$ cat config.mk
export PLATFORM = sky130hd
export DESIGN_NAME = shift_reg_univ_seq
export DESIGN_NICKNAME = d
export VERILOG_FILES = /design/src/rtl/shift_reg_univ_seq.sv
export SDC_FILE = /design/constraint.sdc
export NUM_CORES = 1
export LEC_CHECK = 0
export BUFFER_PORTS_ARGS = -buffer_cell sky130_fd_sc_hd__buf_2
export CAP_MARGIN = 20
export CORE_UTILIZATION = 50
export CTS_CLUSTER_SIZE = 40
export DETAILED_ROUTE_END_ITERATION = 8
export GPL_TIMING_DRIVEN = 0
export PLACE_DENSITY = 0.78
export SLEW_MARGIN = 20
export SYNTH_ARGS = -nofsm -noshare
export SYNTH_HDL_FRONTEND = slang
export SYNTH_SLANG_ARGS = --single-unit
export TNS_END_PERCENT = 20
$ cat constraint.sdc
create_clock -name clk_i -period 1.4 [get_ports clk_i]
set_input_delay 0.07 -clock clk_i [delete_from_list [all_inputs] [get_ports clk_i]]
set_output_delay 0.07 -clock clk_i [all_outputs]
set_load 0.02 [all_outputs]
$ cat src/rtl/shift_reg_univ_seq.sv
// Universal shift/rotate register that performs a counted multi-step operation,
// one step per clock, with parallel load, abort and a one-cycle completion pulse.
module shift_reg_univ_seq #(
    parameter int WIDTH = 8,
    parameter int CNT_W = 4
) (
    input  logic             clk_i,
    input  logic             rst_i,
    input  logic [WIDTH-1:0] I_i,
    input  logic             ld_i,
    input  logic             start_i,
    input  logic [1:0]       mode_i,
    input  logic [CNT_W-1:0] cnt_i,
    input  logic             sin_i,
    input  logic             abort_i,
    output logic [WIDTH-1:0] A_o,
    output logic             sout_o,
    output logic             busy_o,
    output logic             done_o
);

    localparam logic [0:0] ST_IDLE  = 1'b0;
    localparam logic [0:0] ST_SHIFT = 1'b1;

    localparam logic [1:0] MODE_SHL  = 2'b00;
    localparam logic [1:0] MODE_SHR  = 2'b01;
    localparam logic [1:0] MODE_ROTL = 2'b10;
    localparam logic [1:0] MODE_ROTR = 2'b11;

    logic [0:0]       state_q, state_d;
    logic [WIDTH-1:0] a_q, a_d;
    logic             sout_q, sout_d;
    logic [CNT_W-1:0] cnt_q, cnt_d;
    logic [1:0]       mode_q, mode_d;
    logic             done_q, done_d;

    logic [WIDTH-1:0] stepA;
    logic             stepSout;

    // One step of the latched operation, evaluated from the current register value.
    always_comb begin
        stepA    = a_q;
        stepSout = sout_q;
        case (mode_q)
            MODE_SHL: begin
                stepA    = {a_q[WIDTH-2:0], sin_i};
                stepSout = a_q[WIDTH-1];
            end
            MODE_SHR: begin
                stepA    = {sin_i, a_q[WIDTH-1:1]};
                stepSout = a_q[0];
            end
            MODE_ROTL: begin
                stepA    = {a_q[WIDTH-2:0], a_q[WIDTH-1]};
                stepSout = a_q[WIDTH-1];
            end
            MODE_ROTR: begin
                stepA    = {a_q[0], a_q[WIDTH-1:1]};
                stepSout = a_q[0];
            end
            default: begin
                stepA    = a_q;
                stepSout = sout_q;
            end
        endcase
    end

    always_comb begin
        state_d = state_q;
        a_d     = a_q;
        sout_d  = sout_q;
        cnt_d   = cnt_q;
        mode_d  = mode_q;
        done_d  = 1'b0;
        case (state_q)
            ST_IDLE: begin
                if (ld_i) begin
                    a_d = I_i;
                end else if (start_i) begin
                    // A zero-length request completes immediately without visiting SHIFT.
                    if (cnt_i != '0) begin
                        mode_d  = mode_i;
                        cnt_d   = cnt_i;
                        state_d = ST_SHIFT;
                    end else begin
                        done_d = 1'b1;
                    end
                end
            end
            ST_SHIFT: begin
                if (abort_i) begin
                    cnt_d   = '0;
                    state_d = ST_IDLE;
                end else begin
                    a_d    = stepA;
                    sout_d = stepSout;
                    cnt_d  = cnt_q - CNT_W'(1);
                    if (cnt_q == CNT_W'(1)) begin
                        state_d = ST_IDLE;
                        done_d  = 1'b1;
                    end
                end
            end
            default: begin
                state_d = ST_IDLE;
            end
        endcase
    end

    always_ff @(posedge clk_i or negedge rst_i) begin
        if (!rst_i) begin
            state_q <= ST_IDLE;
            a_q     <= '0;
            sout_q  <= 1'b0;
            cnt_q   <= '0;
            mode_q  <= MODE_SHL;
            done_q  <= 1'b0;
        end else begin
            state_q <= state_d;
            a_q     <= a_d;
            sout_q  <= sout_d;
            cnt_q   <= cnt_d;
            mode_q  <= mode_d;
            done_q  <= done_d;
        end
    end

    assign A_o    = a_q;
    assign sout_o = sout_q;
    assign busy_o = (state_q == ST_SHIFT);
    assign done_o = done_q;

endmodule

# [Yosys cells after proc, flatten, opt, wreduce, memory -nomap -nowiden]
# Index checks and enable logic that the tools add are counted.
[word_totals] inputBits=20 register_bits=17 word_cells=49 output_inout_bits=11
[classes] n_addsub=1 n_mux=22 reduce_logical=8 eq_ne=9 bitwise=3
[op_table] cell="$pmux W8 S4" n=1
[op_table] cell="$mux W4" n=4
[op_table] cell="$mux W8" n=2
[op_table] cell="$pmux W8 S2" n=1
[op_table] cell="$mux W1" n=10
[op_table] cell="$ne A2 B2 Y1 const B" n=5
[op_table] cell="$pmux W4 S2" n=1
[op_table] cell="$pmux W1 S2" n=3
[op_table] cell="$eq A2 B2 Y1 const B" n=2
[op_table] cell="$eq A4 B1 Y1 const B" n=1
[op_table] cell="$reduce_and A2 Y1" n=2
[op_table] cell="$reduce_and A4 Y1" n=1
[op_table] cell="$reduce_bool A4 Y1" n=1
[op_table] cell="$reduce_or A2 Y1" n=2
[op_table] cell="$sub A4 B1 Y4 const B" n=1
[op_table] cell="$not A1 Y1" n=3
[op_table] cell="$reduce_and A3 Y1" n=1
[op_table] cell="$eq A2 B1 Y1 const B" n=1
[op_table] cell="$logic_not A2 Y1" n=1

# [Depth between registers and ports, before layout]
# Gate-level depths: netlist (run 1).
[depth] depth_word=5 depth_mapped=5 ltp_nobuf=5

# [Least setup slack after synthesis (run 1)]
# No wires, ideal clock.
[synth_timing] kind="reg-to-reg" from="register state_q, in the netlist busy_o" to="register mode_q[0]" required_ns=1.275 n_path_buf=0 arrival_time_ns=1.095 setup_time_ns=0.125 path_stages_with_launch=4 period_less_slack_ns=1.220 path_slack_ns=0.180 path_cell_list="dfrtp_1 nor2_1 nand3b_2 mux2_4"
[synth_between] elab_chain_len=2
[synth_lines] element="from (decl)" line_no="30" text="logic [0:0] state_q, state_d;"
[synth_lines] element="from (signal assigned)" line_no="119" text="state_q <= state_d;"
[synth_lines] element="$not A1 Y1"
[synth_lines] element="$reduce_and A4 Y1 (no source line)"
[synth_lines] element="to (signal assigned)" line_no="123" text="mode_q <= mode_d;"
[synth_lines] element="to (decl)" line_no="34" text="logic [1:0] mode_q, mode_d;"
# No other way between the ends.
# A chain may end at the register's enable or synchronous reset.

# [Worst setup path after layout (run 1)]
[layout_timing] from="register state_q, in the netlist busy_o" to="register a_q[7], in the netlist A_o[7]"
[layout_between] elab_chain_len=3 word_cells_on_any_way=5 cone_classes="eq/ne (2); mux (1); bitwise (1); reduce/logical (1)"
[layout_lines] element="$not A1 Y1"
[layout_lines] element="$ne A2 B2 Y1 (no source line)"
[layout_lines] element="$reduce_and A2 Y1 (no source line)"
[layout_lines] element="to (signal assigned)" line_no="113" text="a_q <= '0;"
[layout_lines] element="to (signal assigned)" line_no="120" text="a_q <= a_d;"
[layout_lines] element="to (decl)" line_no="31" text="logic [WIDTH-1:0] a_q, a_d;"
# Several ways; a longest one is shown, not always the timed one.

==> results of run 1 <==
## cell families after synthesis
logic type / share of synthesized area (%)
and+or+nand+nor: 18.7
adders and majority gates: 2.36
AOI/OAI and AO/OA: 18.9
DFF: 40.1
xor gates and xnor gates: 1.65
muxes: 14.2
buffers and inverters: 4.13
## cell type report
cell class | instances | area, um2
clock buffers | 4 | 26.3
flip-flops and latches | 17 | 425
repair buffers | 30 | 155
plain buffers | 6 | 36.3
well taps | 27 | 33.8
fillers | 179 | 707
inverters | 2 | 7.51
multi-input cells | 84 | 591
## synth_stat cells (all sizes together) (3+ instances only)
master and count:
buf 4, nor2 8, nand3 3, a21o 6, nand2b 6, o21ai 10, nand3b 4, nand2 8
dfrtp 17, mux2i 12, nor2b 3, a21oi 4
## worst max-delay path by stage
stage	start	slack, ns	endpoint
after global placement	busy_o	0.19	A_o[7]
after floorplan	busy_o	0.18	mode_q[0]
final	busy_o	0.16	A_o[7]
after CTS	busy_o	0.13	A_o[7]
after global routing	busy_o	0.05	A_o[7]
after detailed placement	busy_o	0.14	A_o[7]
## where the power goes
| part | switching, mW | internal (mW) |
|---|---|---|
| Sequential | 0.151 | 0.628 |
| Clock | 0.147 | 0.111 |
| Combinational | 0.403 | 0.348 |
## registers in the layout, indices dropped and copies added, names as in the netlist
name	count
A_o	8
cnt_q	4
mode_q	2
busy_o	1
done_o	1
sout_o	1
## cell usage in the layout, fill, tap and decap left out, types with 3 or more instances in the layout
cell | synthesis | final
clkbuf_4 | 0 | 3
nor2b_1 | 3 | 3
a21oi_1 | 4 | 4
nand3b_1 | 3 | 3
nand2b_1 | 6 | 6
dfrtp_1 | 17 | 17
nor2_1 | 8 | 8
nand3_1 | 3 | 3
a21o_1 | 6 | 6
buf_2 | 2 | 31
clkbuf_1 | 2 | 3
o21ai_0 | 10 | 10
mux2i_1 | 12 | 12
nand2_1 | 8 | 8
## per-layer routing
metal	up-vias	track usage, %
met4	0	8.33
met2	28	34.6
met3	4	3.40
li1	460	-
met1	444	28.9
met5	-	0
## worst register-to-register path, stage by stage (launching register included)
cell,delay [ns]
dfrtp_1,0.48
buf_2,0.25
nand2_1,0.10
a211oi_1,0.23
o31ai_1,0.09
==> flow_metrics.env, run 1 <==
export IMPL_status="complete, no violations"
export IMPL_drt_iter0_markers=15
export IMPL_rsz0062_at_grt="false"
export IMPL_dr_wl_met3_um=112
export IMPL_avgSynthCellArea_um2=9.72
export IMPL_pre_cts_ws_ns=0.142
export IMPL_gr_usage_all_layers_pct=21.5
export IMPL_syn_area_um2=1060
export IMPL_cp_required_ns=1.58
export IMPL_min_period_ns=1.24
export IMPL_grt_pass1_wl_um=3400
export IMPL_stdcell_area_um2=1270
export IMPL_htreeDepth=1
export IMPL_r2r_setup_slack_ns=0.16
export IMPL_die_height_um=48.0
export IMPL_yosysTopAreaCell="dfrtp_1"
export IMPL_cts_inserted_buffers=3
export IMPL_wl_met1_um=1020
export IMPL_dp_hpwl_um=1650
export IMPL_netlist_area_leader_share_pct=40.1
export IMPL_route_vias_total=936
export IMPL_fin_cells=170
export IMPL_synthCells=109
export IMPL_cp_arrival_ns=1.42
export IMPL_routed_wl_um=2160
export IMPL_yosysWarnings=0
export IMPL_die_w_um=48.0
export IMPL_highest_layer="met4"
export IMPL_leakage_nw=0.648
export IMPL_ys_ff_latch=17
export IMPL_core_um2=1980
export IMPL_min_to="mode_q[0]"
export IMPL_r2r_start="busy_o"
export IMPL_port_buffer_count=29
export IMPL_wl_met2_um=997
export IMPL_drtAntennaViolNets=0
export IMPL_clock_sinks=17
export IMPL_slew_viol_final=0
export IMPL_synthesis_nets=131
export IMPL_grt_remaining_overflow=0
export IMPL_period_share_pct=88.9
export IMPL_path_cells="buf_2, nand2_1, a211oi_1, o31ai_1"
export IMPL_firstDrtPassIters=4
export IMPL_ys_types=29
export IMPL_start_kind="flip-flop"
export IMPL_r2r_end="A_o[7]"
export IMPL_async_flop_share_pct=100
export IMPL_antenna_found_initial=0
export IMPL_min_path_cells=2
export IMPL_synth_area_leaders="dfrtp_1 40%, mux2i_1 11%, o21ai_0 4.7%, a21o_1 4.3%, nand2b_1 3.5%"
export IMPL_synth_edf_count=0
export IMPL_tritoncts="yes"
export IMPL_p_total_mw=1.79
export IMPL_ys_seq_area_share_pct=40.1
export IMPL_worst_slew_pin_transition_ns=0.438
export IMPL_post_route_util_pct=64.3
export IMPL_cap_viol_max_count=0
export IMPL_numPlacedInstances=165
export IMPL_worst_clock_skew_ns=0.00664
export IMPL_hold_ws_ns=0.0218
export IMPL_finalNetCount=166
export IMPL_finalHoldViolCount=0
export IMPL_placed_area_um2=1240
export IMPL_routabilityCongestion=0.840
export IMPL_crit_path_end_kind="flip-flop"
export IMPL_wl_per_cell_um=12.7
export IMPL_worst_path_largest_cell_delay_ns=0.48
export IMPL_critical_path_class="flip-flop to flip-flop"
export IMPL_n_antenna_cell=0
export IMPL_clk_pin_slew_ns=0.10
export IMPL_rr_worst_depth=4
export IMPL_crit_buf_inv=1
export IMPL_layout_drive_gt1_share_pct=28.0
export IMPL_tns_ns=0
export IMPL_cts_hold_buffers=1
export IMPL_crit_cells=4
export IMPL_cp_top_family="flip-flops"
export IMPL_drc=0
export IMPL_cts_resized_gates=0
export IMPL_max_freq_mhz=804
export IMPL_hold_start="mode_i[0]"
export IMPL_dieArea_um2=2310
export IMPL_max_slew_margin_pct=70.8
export IMPL_viasPerCell=5.51
export IMPL_synth_top_flop_cell="dfrtp_1"
export IMPL_grt_pass1_vias=782
export IMPL_power_density_nw_per_um2=1400
export IMPL_crit_path_max_fanout=10
export IMPL_initial_utilization_pct=53.5
export IMPL_ioPinCount=31
export IMPL_rows=16
export IMPL_hp_class="input port to flip-flop"
export IMPL_grt_max_degree=18
export IMPL_clock_path_buffers=2
export IMPL_postCtsSetupBuffers=0
export IMPL_peakVddDrop_mv=0.809
export IMPL_setup_violations=0
export IMPL_area_growth_pct=20.3
export IMPL_cts_root_buf="clkbuf_4"
export IMPL_cp_slowest_cell="dfrtp_1"
export IMPL_fin_ws_ns=0.156
export IMPL_clk_latency_ns=0.28
(Power assumes the default switching activity.)
==> run 2, diff against run 1 <==
CORE_UTILIZATION = 35   (was 50)
PLACE_DENSITY = unset   (was 0.78)
RECOVER_POWER = 100   (was unset)
SETUP_SLACK_MARGIN = 0.2   (was unset)
==> flow_metrics.env, run 2 (same netlist as run 1, synthesis figures left out) <==
export IMPL_status="complete, but fails checks"
export IMPL_violations="DRC, hold timing"
export IMPL_numPlacedInstances=169
export IMPL_worst_slew_pin_transition_ns=1.02
export IMPL_finalHoldViolCount=2
export IMPL_max_slew_margin_pct=31.9
export IMPL_wl_per_cell_um=14.0
export IMPL_cts_inserted_buffers=3
export IMPL_hold_start="mode_i[1]"
export IMPL_regArea_um2=427
export IMPL_die_w_um=57.0
export IMPL_setup_violations=0
export IMPL_drtAntennaViolNets=0
export IMPL_drt_iter0_markers=16
export IMPL_min_to="mode_q[1]"
export IMPL_htreeDepth=1
export IMPL_multi_input_area_um2=601
export IMPL_power_density_nw_per_um2=1410
export IMPL_leakage_nw=0.611
export IMPL_grt_remaining_overflow=0
export IMPL_grt_max_degree=18
export IMPL_cp_slowest_cell="dfrtp_2"
export IMPL_tritoncts="yes"
export IMPL_crit_path_end_kind="flip-flop"
export IMPL_layout_drive_gt1_share_pct=23.8
export IMPL_cp_arrival_ns=1.42
export IMPL_clock_sinks=17
export IMPL_tns_ns=0
export IMPL_rr_worst_depth=3
export IMPL_area_growth_pct=21.5
export IMPL_max_freq_mhz=809
export IMPL_clk_latency_ns=0.29
export IMPL_peakVddDrop_mv=0.561
export IMPL_hp_class="input port to flip-flop"
export IMPL_n_antenna_cell=0
export IMPL_cap_viol_max_count=0
export IMPL_clock_path_buffers=2
export IMPL_start_kind="flip-flop"
export IMPL_r2r_end="mode_q[0]"
export IMPL_worst_clock_skew_ns=0.00432
export IMPL_n_fill_cell=296
export IMPL_finalNetCount=166
export IMPL_worst_path_largest_cell_delay_ns=0.48
export IMPL_drc=6
export IMPL_stdcell_area_um2=1290
export IMPL_clk_pin_slew_ns=0.11
export IMPL_p_total_mw=1.81
export IMPL_fin_cells=174
export IMPL_slew_viol_final=0
export IMPL_port_buffer_count=29
export IMPL_viasPerCell=5.29
export IMPL_dieArea_um2=3250
export IMPL_cp_required_ns=1.58
export IMPL_firstDrtPassIters=6
export IMPL_rsz0062_at_grt="true"
export IMPL_die_height_um=57.0
export IMPL_final_common_cell="buf_2"
export IMPL_crit_path_max_fanout=8
export IMPL_gr_usage_all_layers_pct=16.7
export IMPL_dp_hpwl_um=1860
export IMPL_post_route_util_pct=45.9
export IMPL_postCtsSetupBuffers=0
export IMPL_largest_register_ffs=8
export IMPL_routed_wl_um=2430
export IMPL_placed_area_um2=1240
export IMPL_r2r_start="busy_o"
export IMPL_grt_pass1_vias=945
export IMPL_core_um2=2810
export IMPL_path_cells="nor2_1, nand3b_2, mux2_1"
export IMPL_critical_path_class="flip-flop to flip-flop"
export IMPL_route_vias_total=921
export IMPL_r2r_setup_slack_ns=0.16
export IMPL_min_period_ns=1.24
export IMPL_hold_ws_ns=-0.00909
export IMPL_cts_root_buf="clkbuf_4"
export IMPL_grt_pass1_wl_um=4260
export IMPL_initial_utilization_pct=37.8
export IMPL_ioPinCount=31
export IMPL_rows=19
export IMPL_min_path_cells=2
export IMPL_routabilityCongestion=0.751
export IMPL_antenna_found_initial=0
export IMPL_period_share_pct=88.2
export IMPL_mostFrequentLayoutCells="17 x buf_2, 16 x dfrtp_1, 13 x clkbuf_1, 12 x mux2i_1, 10 x o21ai_0"
==> run 2: what timing repair did <==
item,CTS,global route
pin swaps,0,2
endpoints found under the hold margin,17,0
resized for setup,3,9
hold buffers,1,0
setup endpoints to repair,3,9
==> run 2: per-stage QoR <==
step / worst slack [ns] / hold slack [ns]
3_5_place_dp: 0.154 / 0.0225
5_1_grt: 0.0976 / -0.0173
4_1_cts: 0.185 / 0.00533
2_1_floorplan: 0.218 / -0.226
3_3_place_gp: 0.189 / 0.0163
6_report: 0.165 / -0.00909
==> run 2: power breakdown <==
part           switching, mW  internal [mW]  total (mW)
Combinational          0.408          0.331       0.738
Sequential             0.169          0.628       0.797
Clock                  0.170          0.106       0.276
Total                  0.746           1.06        1.81
==> run 2: how the worst max path moves through the flow <==
stage / startpoint / end / slack, ns / cells past startpoint
4_1_cts: busy_o / A_o[7] / 0.19 / 3
6_report: busy_o / mode_q[0] / 0.16 / 3
3_5_place_dp: busy_o / A_o[7] / 0.15 / 4
3_3_place_gp: cnt_i[2] / mode_q[0] / 0.19 / 4
5_1_grt: rst_i / busy_o / 0.1 / 2
2_1_floorplan: busy_o / mode_q[0] / 0.22 / 3
==> run 2: area by class of cell <==
cell class                 count  area share [%]
tap                           31            3.01
sequential                    17            33.1
clock buffer                   3            1.75
buffer                         6            3.60
inverter                       2           0.583
clock inverter                 1           0.389
multi-input combinational     84            46.6
timing repair buffer          30            10.9
==> run 2: worst max-delay path: cells and delay by family (launching register included) <==
kind,cells,cell delay [ns]
simple gates,2,0.32
flops,1,0.48
mux,1,0.33
==> run 2: routing by layer <==
metal / global-route usage (%) / vias to the layer above / share of wire [%]
met4: 4.88 / 0 / 0.49
met2: 28.4 / 19 / 48
met1: 21.7 / 440 / 46
met5: 0 / - / 0
met3: 3.17 / 2 / 4.8
li1: - / 460 / -
==> run 3, diff against run 2 <==
CORE_ASPECT_RATIO = 2   (was unset)
CTS_CLUSTER_SIZE = unset   (was 40)
==> flow_metrics.env, run 3 (same netlist as run 1, synthesis figures left out) <==
export IMPL_status="complete, no violations"
export IMPL_worst_slew_pin_transition_ns=0.383
export IMPL_setup_violations=0
export IMPL_cts_root_buf="clkbuf_8"
export IMPL_worst_clock_skew_ns=0.00119
export IMPL_core_um2=2800
export IMPL_rr_worst_depth=4
export IMPL_grt_pass1_vias=869
export IMPL_initial_utilization_pct=37.8
export IMPL_p_sw_share_pct=38.4
export IMPL_rows=27
export IMPL_grt_pass1_wl_um=3790
export IMPL_min_period_ns=1.21
export IMPL_fin_ws_ns=0.185
export IMPL_leakage_nw=0.625
export IMPL_route_vias_total=916
export IMPL_cp_slowest_cell="dfrtp_1"
export IMPL_n_antenna_cell=0
export IMPL_crit_path_max_fanout=10
export IMPL_hold_ws_ns=0.0356
export IMPL_die_w_um=40.9
export IMPL_crit_path_end_kind="flip-flop"
export IMPL_cp_arrival_ns=1.35
export IMPL_power_density_nw_per_um2=1460
export IMPL_firstDrtPassIters=4
export IMPL_wl_per_cell_um=14.1
export IMPL_final_common_cell="buf_2"
export IMPL_stdcell_area_um2=1290
export IMPL_max_freq_mhz=823
export IMPL_numPlacedInstances=167
export IMPL_power_share_clock_pct=19.2
export IMPL_tns_ns=0
export IMPL_pre_cts_ws_ns=0.187
export IMPL_r2r_start="busy_o"
export IMPL_placed_area_um2=1240
export IMPL_viasPerCell=5.29
export IMPL_antenna_found_initial=0
export IMPL_min_path_cells=2
export IMPL_finalNetCount=167
export IMPL_drc=0
export IMPL_r2r_setup_slack_ns=0.19
export IMPL_cp_top_family="flip-flops"
export IMPL_grt_remaining_overflow=0
export IMPL_ioPinCount=31
export IMPL_hp_class="input port to flip-flop"
export IMPL_fin_cells=173
export IMPL_gr_usage_all_layers_pct=17.0
export IMPL_combPwrFrac_pct=39.3
export IMPL_peakVddDrop_mv=0.874
export IMPL_htreeDepth=1
export IMPL_layout_drive_gt1_share_pct=21.5
export IMPL_max_slew_margin_pct=74.4
export IMPL_p_int_mw=1.16
export IMPL_drtAntennaViolNets=0
export IMPL_routed_wl_um=2430
export IMPL_p_switching_uw=725
export IMPL_cap_viol_max_count=0
export IMPL_mostFrequentLayoutCells="20 x buf_2, 17 x dfrtp_1, 12 x clkbuf_1, 12 x mux2i_1, 10 x o21ai_0"
export IMPL_post_route_util_pct=46.1
export IMPL_routabilityCongestion=0.831
export IMPL_r2r_end="A_o[7]"
export IMPL_rsz0062_at_grt="true"
export IMPL_cp_required_ns=1.53
export IMPL_start_kind="flip-flop"
export IMPL_critical_path_class="flip-flop to flip-flop"
export IMPL_die_height_um=79.8
export IMPL_worst_path_largest_cell_delay_ns=0.45
export IMPL_p_total_mw=1.89
export IMPL_cts_inserted_buffers=3
export IMPL_crit_buf_inv=1
export IMPL_dp_hpwl_um=1850
export IMPL_clock_sinks=17
export IMPL_clk_pin_slew_ns=0.06
export IMPL_path_cells="buf_4, nand2_1, a211oi_1, o31ai_1"
export IMPL_period_share_pct=86.8
export IMPL_tritoncts="yes"
export IMPL_min_to="mode_q[1]"
export IMPL_port_buffer_count=29
export IMPL_grt_max_degree=18
export IMPL_finalHoldViolCount=0
export IMPL_clock_path_buffers=2
export IMPL_seq_power_share_pct=41.5
export IMPL_clk_latency_ns=0.25
export IMPL_drt_iter0_markers=10
export IMPL_area_growth_pct=22.1
export IMPL_dieArea_um2=3270
export IMPL_largest_register_ffs=8
export IMPL_slew_viol_final=0
export IMPL_hold_start="mode_i[1]"
[run 3: worst reg2reg max path, stage by stage (launching register included)]
cell and delay (ns):
dfrtp_1 0.45, buf_4 0.21, nand2_1 0.09, a211oi_1 0.26, o31ai_1 0.09
[run 3: power groups by stage]
stage          Clock (mW)  Sequential (mW)  Combinational, mW
2_1_floorplan           0            0.864              0.444
3_3_place_gp            0            0.790              0.742
3_5_place_dp            0            0.791              0.758
4_1_cts             0.376            0.783              0.765
5_1_grt             0.397            0.812              0.832
6_report            0.362            0.784              0.741
[run 3: final cells by class]
cell class,count,area [um2]
fillers,287,1510
clock buffers,4,45.0
plain buffers,6,43.8
inverters,2,7.51
well taps,29,36.3
repair buffers,31,150
multi-input cells,84,586
flip-flops and latches,17,425
[run 3: how the worst max path moves through the flow]
stage | startpoint | endpoint | slack [ns] | cells after the start
finish | busy_o | A_o[7] | 0.19 | 4
global route | busy_o | A_o[0] | 0.09 | 4
CTS | busy_o | mode_q[1] | 0.20 | 3
detailed placement | busy_o | A_o[7] | 0.19 | 4
global placement | cnt_i[2] | mode_q[0] | 0.19 | 4
floorplan | busy_o | mode_q[0] | 0.22 | 3
[run 3: timing repair]
item                       CTS  global route
setup buffers                0             1
setup endpoints to repair    1            10
hold buffers                 1             0
gates resized for setup      1             6
hold endpoints to repair    17             0
pin swaps                    0             1
[run 3: layer usage]
metal  up-vias  global-route usage [%]  part of all wire [%]
met5         -                       0                     0
met4         0                    8.00                   1.4
met3         4                    3.34                   3.5
met2        20                    29.7                    57
met1       435                    17.5                    38
li1        457                       -                     -
